--- config.mk ---
export PLATFORM = sky130hd
export DESIGN_NAME = yuv2rgb_flat
export DESIGN_NICKNAME = d
export VERILOG_FILES = /design/src/rtl/yuv2rgb_if.sv /design/src/rtl/yuv2rgb.sv /design/src/flat_wrapper.sv
export SDC_FILE = /design/constraint.sdc
export NUM_CORES = 1
export LEC_CHECK = 0
export CAP_MARGIN = 20
export CORE_ASPECT_RATIO = 2
export CORE_MARGIN = 4
export CORE_UTILIZATION = 25
export CTS_CLUSTER_SIZE = 25
export DETAILED_ROUTE_END_ITERATION = 8
export SLEW_MARGIN = 20
export SYNTH_ARGS = -nofsm -noshare
export SYNTH_HDL_FRONTEND = slang
export SYNTH_SLANG_ARGS = --single-unit
--- constraint.sdc ---
create_clock -name clk -period 4.8 [get_ports clk]
set_clock_uncertainty 0.2 [all_clocks]
set_input_delay 1.2 -clock clk [delete_from_list [all_inputs] [get_ports clk]]
set_output_delay 1.2 -clock clk [all_outputs]
set_load 0.01 [all_outputs]
--- src/rtl/yuv2rgb_if.sv ---
// yuv2rgb_if: pixel bus into and out of the YUV->RGB converter.
// slave = converter side, master = pixel source/sink side.
`ifndef DTYPE_WIDTH
`define DTYPE_WIDTH 4
`endif

interface yuv2rgb_if #(
  parameter int unsigned PIXEL_WIDTH = 8
);
  localparam int unsigned DW = `DTYPE_WIDTH;
  localparam int unsigned MW = 16;

  logic                   dvi;
  logic [DW-1:0]          dtypei;
  logic [PIXEL_WIDTH-1:0] y;
  logic [PIXEL_WIDTH-1:0] u;
  logic [PIXEL_WIDTH-1:0] v;
  logic [MW-1:0]          meta_datai;

  logic                   dvo;
  logic [DW-1:0]          dtypeo;
  logic [PIXEL_WIDTH-1:0] r;
  logic [PIXEL_WIDTH-1:0] g;
  logic [PIXEL_WIDTH-1:0] b;
  logic [MW-1:0]          meta_datao;

  modport slave (
    input  dvi, dtypei, y, u, v, meta_datai,
    output dvo, dtypeo, r, g, b, meta_datao
  );

  modport master (
    output dvi, dtypei, y, u, v, meta_datai,
    input  dvo, dtypeo, r, g, b, meta_datao
  );
endinterface

--- src/rtl/yuv2rgb.sv ---
// yuv2rgb: 3-stage pipelined YUV -> RGB converter (products, rounded sums,
// clamped outputs), one pixel per clock, fixed 3-clock latency.
// Define YUV2RGB_422_EN for 4:2:2 input (chroma on u, alternating U/V);
// the default build treats every pixel as 4:4:4.
`ifndef DTYPE_WIDTH
`define DTYPE_WIDTH 4
`endif

module yuv2rgb #(
  parameter int unsigned PIXEL_WIDTH = 8
) (
  input  logic      clk,
  input  logic      resetb,
  input  logic      enable,
  yuv2rgb_if.slave  bus
);
  localparam int unsigned PW = PIXEL_WIDTH;
  localparam int unsigned CW = 11;
  localparam int unsigned SW = PIXEL_WIDTH + 12;
  localparam int unsigned DW = `DTYPE_WIDTH;
  localparam int unsigned MW = 16;

  localparam logic signed [CW-1:0] K_Y   = CW'(298);
  localparam logic signed [CW-1:0] K_RV  = CW'(409);
  localparam logic signed [CW-1:0] K_GU  = CW'(100);
  localparam logic signed [CW-1:0] K_GV  = CW'(208);
  localparam logic signed [CW-1:0] K_BU  = CW'(516);
  localparam logic signed [SW-1:0] K_RND = SW'(128);

  // Saturate a rounded sum into the unsigned pixel range.
  function automatic logic [PW-1:0] clamp(input logic signed [SW-1:0] s);
    logic [PW-1:0] res;
    if (s[SW-1])            res = '0;
    else if (|s[SW-2:PW])   res = '1;
    else                    res = s[PW-1:0];
    return res;
  endfunction

  logic signed [PW-1:0] cu_c;
  logic signed [PW-1:0] cv_c;
  logic [PW-1:0]        byp_b_c;

`ifdef YUV2RGB_422_EN
  logic          phase_q, phase_d;
  logic [PW-1:0] held_u_q, held_u_d;
  logic [PW-1:0] held_v_q, held_v_d;

  // Phase tracking and held chroma; blanking restarts the row at U with V=0.
  always_comb begin
    phase_d  = 1'b0;
    held_u_d = held_u_q;
    held_v_d = '0;
    if (bus.dvi) begin
      phase_d  = ~phase_q;
      held_v_d = held_v_q;
      if (!phase_q) held_u_d = bus.u;
      else          held_v_d = bus.u;
    end
    cu_c    = phase_q ? held_u_q : bus.u;
    cv_c    = phase_q ? bus.u : held_v_q;
    byp_b_c = bus.u;
  end

  // 4:2:2 phase and held chroma registers.
  always_ff @(posedge clk or negedge resetb) begin
    if (!resetb) begin
      phase_q  <= 1'b0;
      held_u_q <= '0;
      held_v_q <= '0;
    end else begin
      phase_q  <= phase_d;
      held_u_q <= held_u_d;
      held_v_q <= held_v_d;
    end
  end
`else
  // 4:4:4: chroma taken directly from u and v.
  always_comb begin
    cu_c    = bus.u;
    cv_c    = bus.v;
    byp_b_c = bus.v;
  end
`endif

  // Stage 1: signed coefficient products.
  logic signed [PW:0]   y_s_c;
  logic signed [SW-1:0] p_y_d, p_rv_d, p_gu_d, p_gv_d, p_bu_d;
  logic signed [SW-1:0] p_y_q, p_rv_q, p_gu_q, p_gv_q, p_bu_q;
  logic                 en1_q, dv1_q;
  logic [DW-1:0]        dt1_q;
  logic [MW-1:0]        md1_q;
  logic [PW-1:0]        byp1_r_q, byp1_g_q, byp1_b_q;

  // Products of luma and effective chroma with the fixed coefficients.
  always_comb begin
    y_s_c  = $signed({1'b0, bus.y});
    p_y_d  = SW'(y_s_c) * SW'(K_Y);
    p_rv_d = SW'(cv_c)  * SW'(K_RV);
    p_gu_d = SW'(cu_c)  * SW'(K_GU);
    p_gv_d = SW'(cv_c)  * SW'(K_GV);
    p_bu_d = SW'(cu_c)  * SW'(K_BU);
  end

  // Stage 1 registers: products, raw bypass values, enable and sideband.
  always_ff @(posedge clk or negedge resetb) begin
    if (!resetb) begin
      p_y_q <= '0; p_rv_q <= '0; p_gu_q <= '0; p_gv_q <= '0; p_bu_q <= '0;
      byp1_r_q <= '0; byp1_g_q <= '0; byp1_b_q <= '0;
      en1_q <= 1'b0; dv1_q <= 1'b0; dt1_q <= '0; md1_q <= '0;
    end else begin
      p_y_q <= p_y_d; p_rv_q <= p_rv_d; p_gu_q <= p_gu_d;
      p_gv_q <= p_gv_d; p_bu_q <= p_bu_d;
      byp1_r_q <= bus.y; byp1_g_q <= bus.u; byp1_b_q <= byp_b_c;
      en1_q <= enable; dv1_q <= bus.dvi; dt1_q <= bus.dtypei; md1_q <= bus.meta_datai;
    end
  end

  // Stage 2: rounded, floor-shifted sums.
  logic signed [SW-1:0] s_r_d, s_g_d, s_b_d;
  logic signed [SW-1:0] s_r_q, s_g_q, s_b_q;
  logic                 en2_q, dv2_q;
  logic [DW-1:0]        dt2_q;
  logic [MW-1:0]        md2_q;
  logic [PW-1:0]        byp2_r_q, byp2_g_q, byp2_b_q;

  // Sum products, add half an LSB, then arithmetic shift by 8.
  always_comb begin
    s_r_d = (p_y_q + p_rv_q + K_RND) >>> 8;
    s_g_d = (p_y_q - p_gu_q - p_gv_q + K_RND) >>> 8;
    s_b_d = (p_y_q + p_bu_q + K_RND) >>> 8;
  end

  // Stage 2 registers.
  always_ff @(posedge clk or negedge resetb) begin
    if (!resetb) begin
      s_r_q <= '0; s_g_q <= '0; s_b_q <= '0;
      byp2_r_q <= '0; byp2_g_q <= '0; byp2_b_q <= '0;
      en2_q <= 1'b0; dv2_q <= 1'b0; dt2_q <= '0; md2_q <= '0;
    end else begin
      s_r_q <= s_r_d; s_g_q <= s_g_d; s_b_q <= s_b_d;
      byp2_r_q <= byp1_r_q; byp2_g_q <= byp1_g_q; byp2_b_q <= byp1_b_q;
      en2_q <= en1_q; dv2_q <= dv1_q; dt2_q <= dt1_q; md2_q <= md1_q;
    end
  end

  // Stage 3: clamped result or bypass, selected by the pixel's own enable.
  logic [PW-1:0] r_d, g_d, b_d;
  logic [PW-1:0] r_q, g_q, b_q;
  logic          dv3_q;
  logic [DW-1:0] dt3_q;
  logic [MW-1:0] md3_q;

  // Output select between converted and bypassed components.
  always_comb begin
    r_d = byp2_r_q;
    g_d = byp2_g_q;
    b_d = byp2_b_q;
    if (en2_q) begin
      r_d = clamp(s_r_q);
      g_d = clamp(s_g_q);
      b_d = clamp(s_b_q);
    end
  end

  // Stage 3 output registers.
  always_ff @(posedge clk or negedge resetb) begin
    if (!resetb) begin
      r_q <= '0; g_q <= '0; b_q <= '0;
      dv3_q <= 1'b0; dt3_q <= '0; md3_q <= '0;
    end else begin
      r_q <= r_d; g_q <= g_d; b_q <= b_d;
      dv3_q <= dv2_q; dt3_q <= dt2_q; md3_q <= md2_q;
    end
  end

  assign bus.r          = r_q;
  assign bus.g          = g_q;
  assign bus.b          = b_q;
  assign bus.dvo        = dv3_q;
  assign bus.dtypeo     = dt3_q;
  assign bus.meta_datao = md3_q;

endmodule
--- src/flat_wrapper.sv ---
// flat-port wrapper written by rule: the top's interface ports become plain ports
module yuv2rgb_flat 
#(
  parameter int unsigned PIXEL_WIDTH = 8
)
  (clk, resetb, enable, bus_dvi, bus_dtypei, bus_y, bus_u, bus_v, bus_meta_datai, bus_dvo, bus_dtypeo, bus_r, bus_g, bus_b, bus_meta_datao);
  yuv2rgb_if #(.PIXEL_WIDTH(PIXEL_WIDTH)) bus_i ();
  input  logic clk;
  input  logic resetb;
  input  logic enable;
  input wire logic [$bits(bus_i.dvi)-1:0] bus_dvi;
  input wire logic [$bits(bus_i.dtypei)-1:0] bus_dtypei;
  input wire logic [$bits(bus_i.y)-1:0] bus_y;
  input wire logic [$bits(bus_i.u)-1:0] bus_u;
  input wire logic [$bits(bus_i.v)-1:0] bus_v;
  input wire logic [$bits(bus_i.meta_datai)-1:0] bus_meta_datai;
  output wire logic [$bits(bus_i.dvo)-1:0] bus_dvo;
  output wire logic [$bits(bus_i.dtypeo)-1:0] bus_dtypeo;
  output wire logic [$bits(bus_i.r)-1:0] bus_r;
  output wire logic [$bits(bus_i.g)-1:0] bus_g;
  output wire logic [$bits(bus_i.b)-1:0] bus_b;
  output wire logic [$bits(bus_i.meta_datao)-1:0] bus_meta_datao;
  assign bus_i.dvi = bus_dvi;
  assign bus_i.dtypei = bus_dtypei;
  assign bus_i.y = bus_y;
  assign bus_i.u = bus_u;
  assign bus_i.v = bus_v;
  assign bus_i.meta_datai = bus_meta_datai;
  assign bus_dvo = bus_i.dvo;
  assign bus_dtypeo = bus_i.dtypeo;
  assign bus_r = bus_i.r;
  assign bus_g = bus_i.g;
  assign bus_b = bus_i.b;
  assign bus_meta_datao = bus_i.meta_datao;
  yuv2rgb #(.PIXEL_WIDTH(PIXEL_WIDTH)) u_core (.clk(clk), .resetb(resetb), .enable(enable), .bus(bus_i));
endmodule
### Word-level counts from Yosys, hierarchy flattened

Cells that the tools add are included.

| storage, ports and cells | value |
|---|---|
| flip-flop bits (word level) | 264 |
| input bits | 48 |
| output and inout port bits | 45 |
| logic and storage cells | 52 |

| cells by class | value |
|---|---|
| add/subtract/negate cells | 7 |
| multipliers | 5 |
| mux-type cells | 9 |
| reductions and logical operators | 3 |

Operators with widths:

| kind | count |
|---|---|
| $mux W8 | 9 |
| $add A20 B9 Y20 const B | 3 |
| $add A20 B20 Y20 | 2 |
| $sub A20 B20 Y20 | 2 |
| $reduce_or A11 Y1 | 3 |
| $mul A8 B10 Y18 const B | 1 |
| $mul A8 B9 Y17 const B | 1 |
| $mul A8 B8 Y16 const B | 1 |
| $mul A8 B6 Y14 const B | 1 |
| $mul A8 B5 Y13 const B | 1 |

### Depth between registers and ports, before layout

| logic depth | value |
|---|---|
| word-level depth | 4 |
| mapped depth | 15 |
| gate-level depth less buffers | 15 |

### Worst setup path before layout

No wires, ideal clock.

| timing path | value |
|---|---|
| path type | input port to flip-flop |
| start | input bus_v[5] |
| end | register u_core.p_rv_q[14] |
| library setup time | 80 ps |
| data arrival time | 4,542 ps |
| required time | 4,520 ps |
| setup slack | -22 ps |
| cell stages on the path | 13 |
| path buffers | 0 |
| path through | fa_1 -> fa_1 -> inv_1 -> fa_1 -> fa_1 -> inv_1 -> ha_1 -> o21a_1 -> nor2_1 -> a211oi_1 -> a211oi_1 -> nor2b_1 -> xnor2_1 |

| between the ends | value |
|---|---|
| word-level cells in the longest chain between the ends | 1 |

Ends and longest elaborated chain:

| what | RTL line | source |
|---|---|---|
| start: declaration | flat_wrapper.sv:15 | `input wire logic [$bits(bus_i.v)-1:0] bus_v;` |
| $mul A8 B10 Y18 | yuv2rgb.sv:98 | `p_rv_d = SW'(cv_c) * SW'(K_RV);` |
| via u_core.p_rv_d[14] | yuv2rgb.sv:87 | `logic signed [SW-1:0] p_y_d, p_rv_d, p_gu_d, p_gv_d, p_bu_d;` |
| end signal: assignment | yuv2rgb.sv:111 | `p_y_q <= p_y_d; p_rv_q <= p_rv_d; p_gu_q <= p_gu_d;` |
| end: declaration | yuv2rgb.sv:88 | `logic signed [SW-1:0] p_y_q, p_rv_q, p_gu_q, p_gv_q, p_bu_q;` |

The timed path passes the listed nets, and every way through them passes these cells.

### Worst setup path in the final report

| timing path | value |
|---|---|
| start | input bus_v[0] |
| end | register u_core.p_rv_q[16] |

Same word-level chain as after synthesis.

==> summary.txt <==
Outcome
  – Outcome: finished clean

Setup path
  – Critical path type: input pin to flip-flop
  – Critical path endpoint category: flip-flop
  – Worst reg2reg setup slack: 1470 ps
  – Req. time, crit path: around 5000 ps
  – Worst EP arrival: around 4800 ps
  – Worst setup SP type: input pin
  – Reg2Reg Launch Point: u_core.p_y_q[6]
  – R2R depth: 11
  – Crit Path Max Fanout: 4
  – Worst r2r dst: u_core.s_g_q[10]

Placement
  – IO buf count: between 90 and 100
  – Placed insts: 1925
  – GPL Wtd Cong: 0.871
  – Dpl ws: -656 ps
  – DP Area: around 16000 sq um
  – Dpl hpwl: about 25000 um

Clock tree
  – Root Buffer: clkbuf_16
  – Hold buffer count at cts: 0
  – Worst-case clock buffer depth: 3
  – CTS tree: yes
  – H-tree depth: 1
  – Clock transition at path regs: 70 ps
  – Setup bufs post-CTS: 0
  – Clk sinks: around 230
  – Num CTS Buffers: 22
  – Worst-Skew Late Latency: between 500 and 600 ps

Power and ir drop
  – Leak: ~0.0080 uW
  – Peak VDD IR: 0.351 mV
  – PD cells: ~630 nW/um^2

Final layout
  – Fin util: 0.309
  – Fin cells: between 1500 and 2000
  – ANT cells: 0
  – Layout cell share with drive strength beyond 1: 0.112
  – Final #Nets: 1624
  – Area Growth Syn to Fin: 22.2%
  – Commonest non-fill, non-tap cell in the layout: ha_1
  – Most frequent cells in the layout: ha_1, dfrtp_1, inv_1
  – Design area: between 15000 and 20000 sq um

Route
  – ANT nets after route: 0
  – DR pass1 iterations: 5
  – DR vias/cell: 4.26
  – Total Wirelength: roughly 30000 um
  – 1st-iter DRT viols: between 200 and 300
  – DRC: 0
  – Wirelength per Cell: between 15 and 20 um
  – Via count: around 8400

Die
  – Initial Utilization: 0.253
  – Std-Cell Core Area: ~53000 sq um
  – Die ar.: around 57000 sq um
  – Std cell rows: 119
  – Die Width: 171 um
  – Ports: slightly above 90
  – Die H: approximately 330 um

GRT
  – Number of global-route vias before repair: 9271
  – Initial antenna violation count: 0
  – Maximum number of pins on one net before global-route repair: between 90 and 100
  – First-pass GRT wire length: about 48000 um
  – Gr usage total: 0.108
  – Grt ovf: 0

STA
  – Setup violations, final: 0
  – Tmin final: roughly 4600 ps
  – Measured slew at the worst slew-check pin: 748 ps
  – Hold Slack: around 140 ps
  – RSZ-0062 raised after global routing: no
  – Relative slew slack: 0.502
  – Final Max Tran Viols: 0
  – Final Hold Fails: 0
  – Final setup margin: slightly above 200 ps
  – Part of the cycle the worst path needs: 0.957
  – Max Fclk: about 220 MHz

Synthesis
  – Synth warn: 0
  – Post-synth EDFFs: 0
  – Syn avg cell area: 11.9 sq um
  – Synth Instances: about 1100
  – Flops & latches, synth: 234
  – Cell variety after synth: between 60 and 70
  – Dominant synthesized flop cell: dfrtp_1
  – Post-synth ARST share: 1.00
  – Syn Nets: 1459
  – Post-synthesis sequential area ratio: 0.439
  – Netlist Area Pre-Place: 13300 sq um

Min path
  – Hold path endpoint: u_core.dv2_q
  – Hold Crit Class: flip-flop to flip-flop
  – Min-Delay Startpoint: u_core.dv1_q
  – WHS Path Cells: 0

Flow run
  – Max-cap violations: 0
[per-layer routing]
metal / vias to the layer above / global-route usage / part of all wire / wire length (um)
met1: 4064 / 0.108 / 0.35 / 10700
met2: 156 / 0.214 / 0.57 / 17100
met4: 0 / 0.0491 / 0.049 / 1490
met5: - / 0 / 0 / 0
met3: 57 / 0.0136 / 0.028 / 857
li1: 4092 / - / - / -
[power by group]
part / internal [uW] / switching, uW
Clock: 1000 / 788
Combinational: 2650 / 3070
Sequential: 2500 / 262
[layout make-up]
| type | instances | area (sq um) |
|---|---|---|
| well taps | 665 | 832 |
| clock inverters | 11 | 138 |
| clock buffers | 28 | 594 |
| fillers | 5339 | 36400 |
| multi-input cells | 718 | 6900 |
| flip-flops and latches | 234 | 5860 |
| inverters | 157 | 589 |
| repair buffers | 151 | 1400 |
[timing repair]
| item | CTS | global route |
|---|---|---|
| resized for setup | 3 | 8 |
| endpoints found under the setup margin | 3 | 3 |
| pin swaps | 3 | 4 |
| cloned | 0 | 0 |
[logic make-up (layout without fill, tap and decap cells)]
logic type,Yosys count,count (layout),share of synthesized area
simple gates,164,164,0.0571
fa+ha+maj,292,292,0.301
xor+xnor,76,76,0.0499
flops,234,234,0.439
compound gates,159,159,0.0830
buf+inv,167,347,0.0473
mux,27,27,0.0226
[Yosys cell counts (all sizes together), types with 3 or more instances]
cell type | number | share of area
fa | 49 | 0.074
buf | 5 | 0.0017
o21a | 10 | 0.0056
nand2b | 6 | 0.0028
o311ai | 3 | 0.0025
mux2 | 25 | 0.021
a21boi | 3 | 0.0020
or3 | 5 | 0.0023
nand3 | 14 | 0.0053
and2 | 3 | 0.0016
o21bai | 11 | 0.0062
nand2 | 21 | 0.0059
and3 | 5 | 0.0023
a211oi | 9 | 0.0058
clkbuf | 5 | 0.0014
nor2b | 4 | 0.0019
nor2 | 77 | 0.022
a21oi | 54 | 0.021
a31oi | 5 | 0.0023
nand4 | 3 | 0.0014
xnor2 | 47 | 0.031
a2111oi | 3 | 0.0034
o31ai | 3 | 0.0021
or4 | 3 | 0.0017
nor3 | 17 | 0.0071
a21o | 19 | 0.011
xor2 | 29 | 0.019
ha | 243 | 0.23
dfrtp | 234 | 0.44
inv | 157 | 0.044
o21ai | 23 | 0.0086
[state kept, by name, summed over array words and instances, names as in the netlist, 10 cells and up]
name                   flops
u_core.p_gv_q             11
u_core.md2_q              16
u_core.bus.meta_datao     16
u_core.p_y_q              14
u_core.p_gu_q             11
u_core.p_rv_q             18
u_core.p_bu_q             10
u_core.s_r_q              12
u_core.s_g_q              12
u_core.md1_q              16
u_core.s_b_q              12
[worst max-delay path, cell delays in order]
cell and delay (ps):
clkdlybuf4s50_1 490, inv_1 50, ha_1 320, fa_1 510, inv_1 50, ha_1 300, fa_1 480, ha_1 350
and2_1 180, a31oi_1 290, a211oi_2 130, a211oi_2 200, a21oi_1 110, xor2_1 150
[stage by stage]
step	power, uW	TNS [ps]
after floorplan	6930	0
after global placement	8370	-3360
after detailed placement	8470	-3820
after CTS	10400	0
after global routing	11200	0
final	10300	0
[worst max-delay path by stage]
stage          startpoint                end  slack, ps  depth (start not counted)
6_report         bus_v[0]  u_core.p_rv_q[16]        210                         14
5_1_grt          bus_v[0]  u_core.p_rv_q[16]         20                         14
4_1_cts          bus_v[6]  u_core.p_rv_q[14]         10                         14
3_5_place_dp     bus_v[5]  u_core.p_rv_q[16]       -660                         14
3_3_place_gp     bus_v[5]  u_core.p_rv_q[16]       -620                         14
2_1_floorplan    bus_v[5]  u_core.p_rv_q[16]         30                         13
No activity file was read; power rests on OpenSTA's default activity.
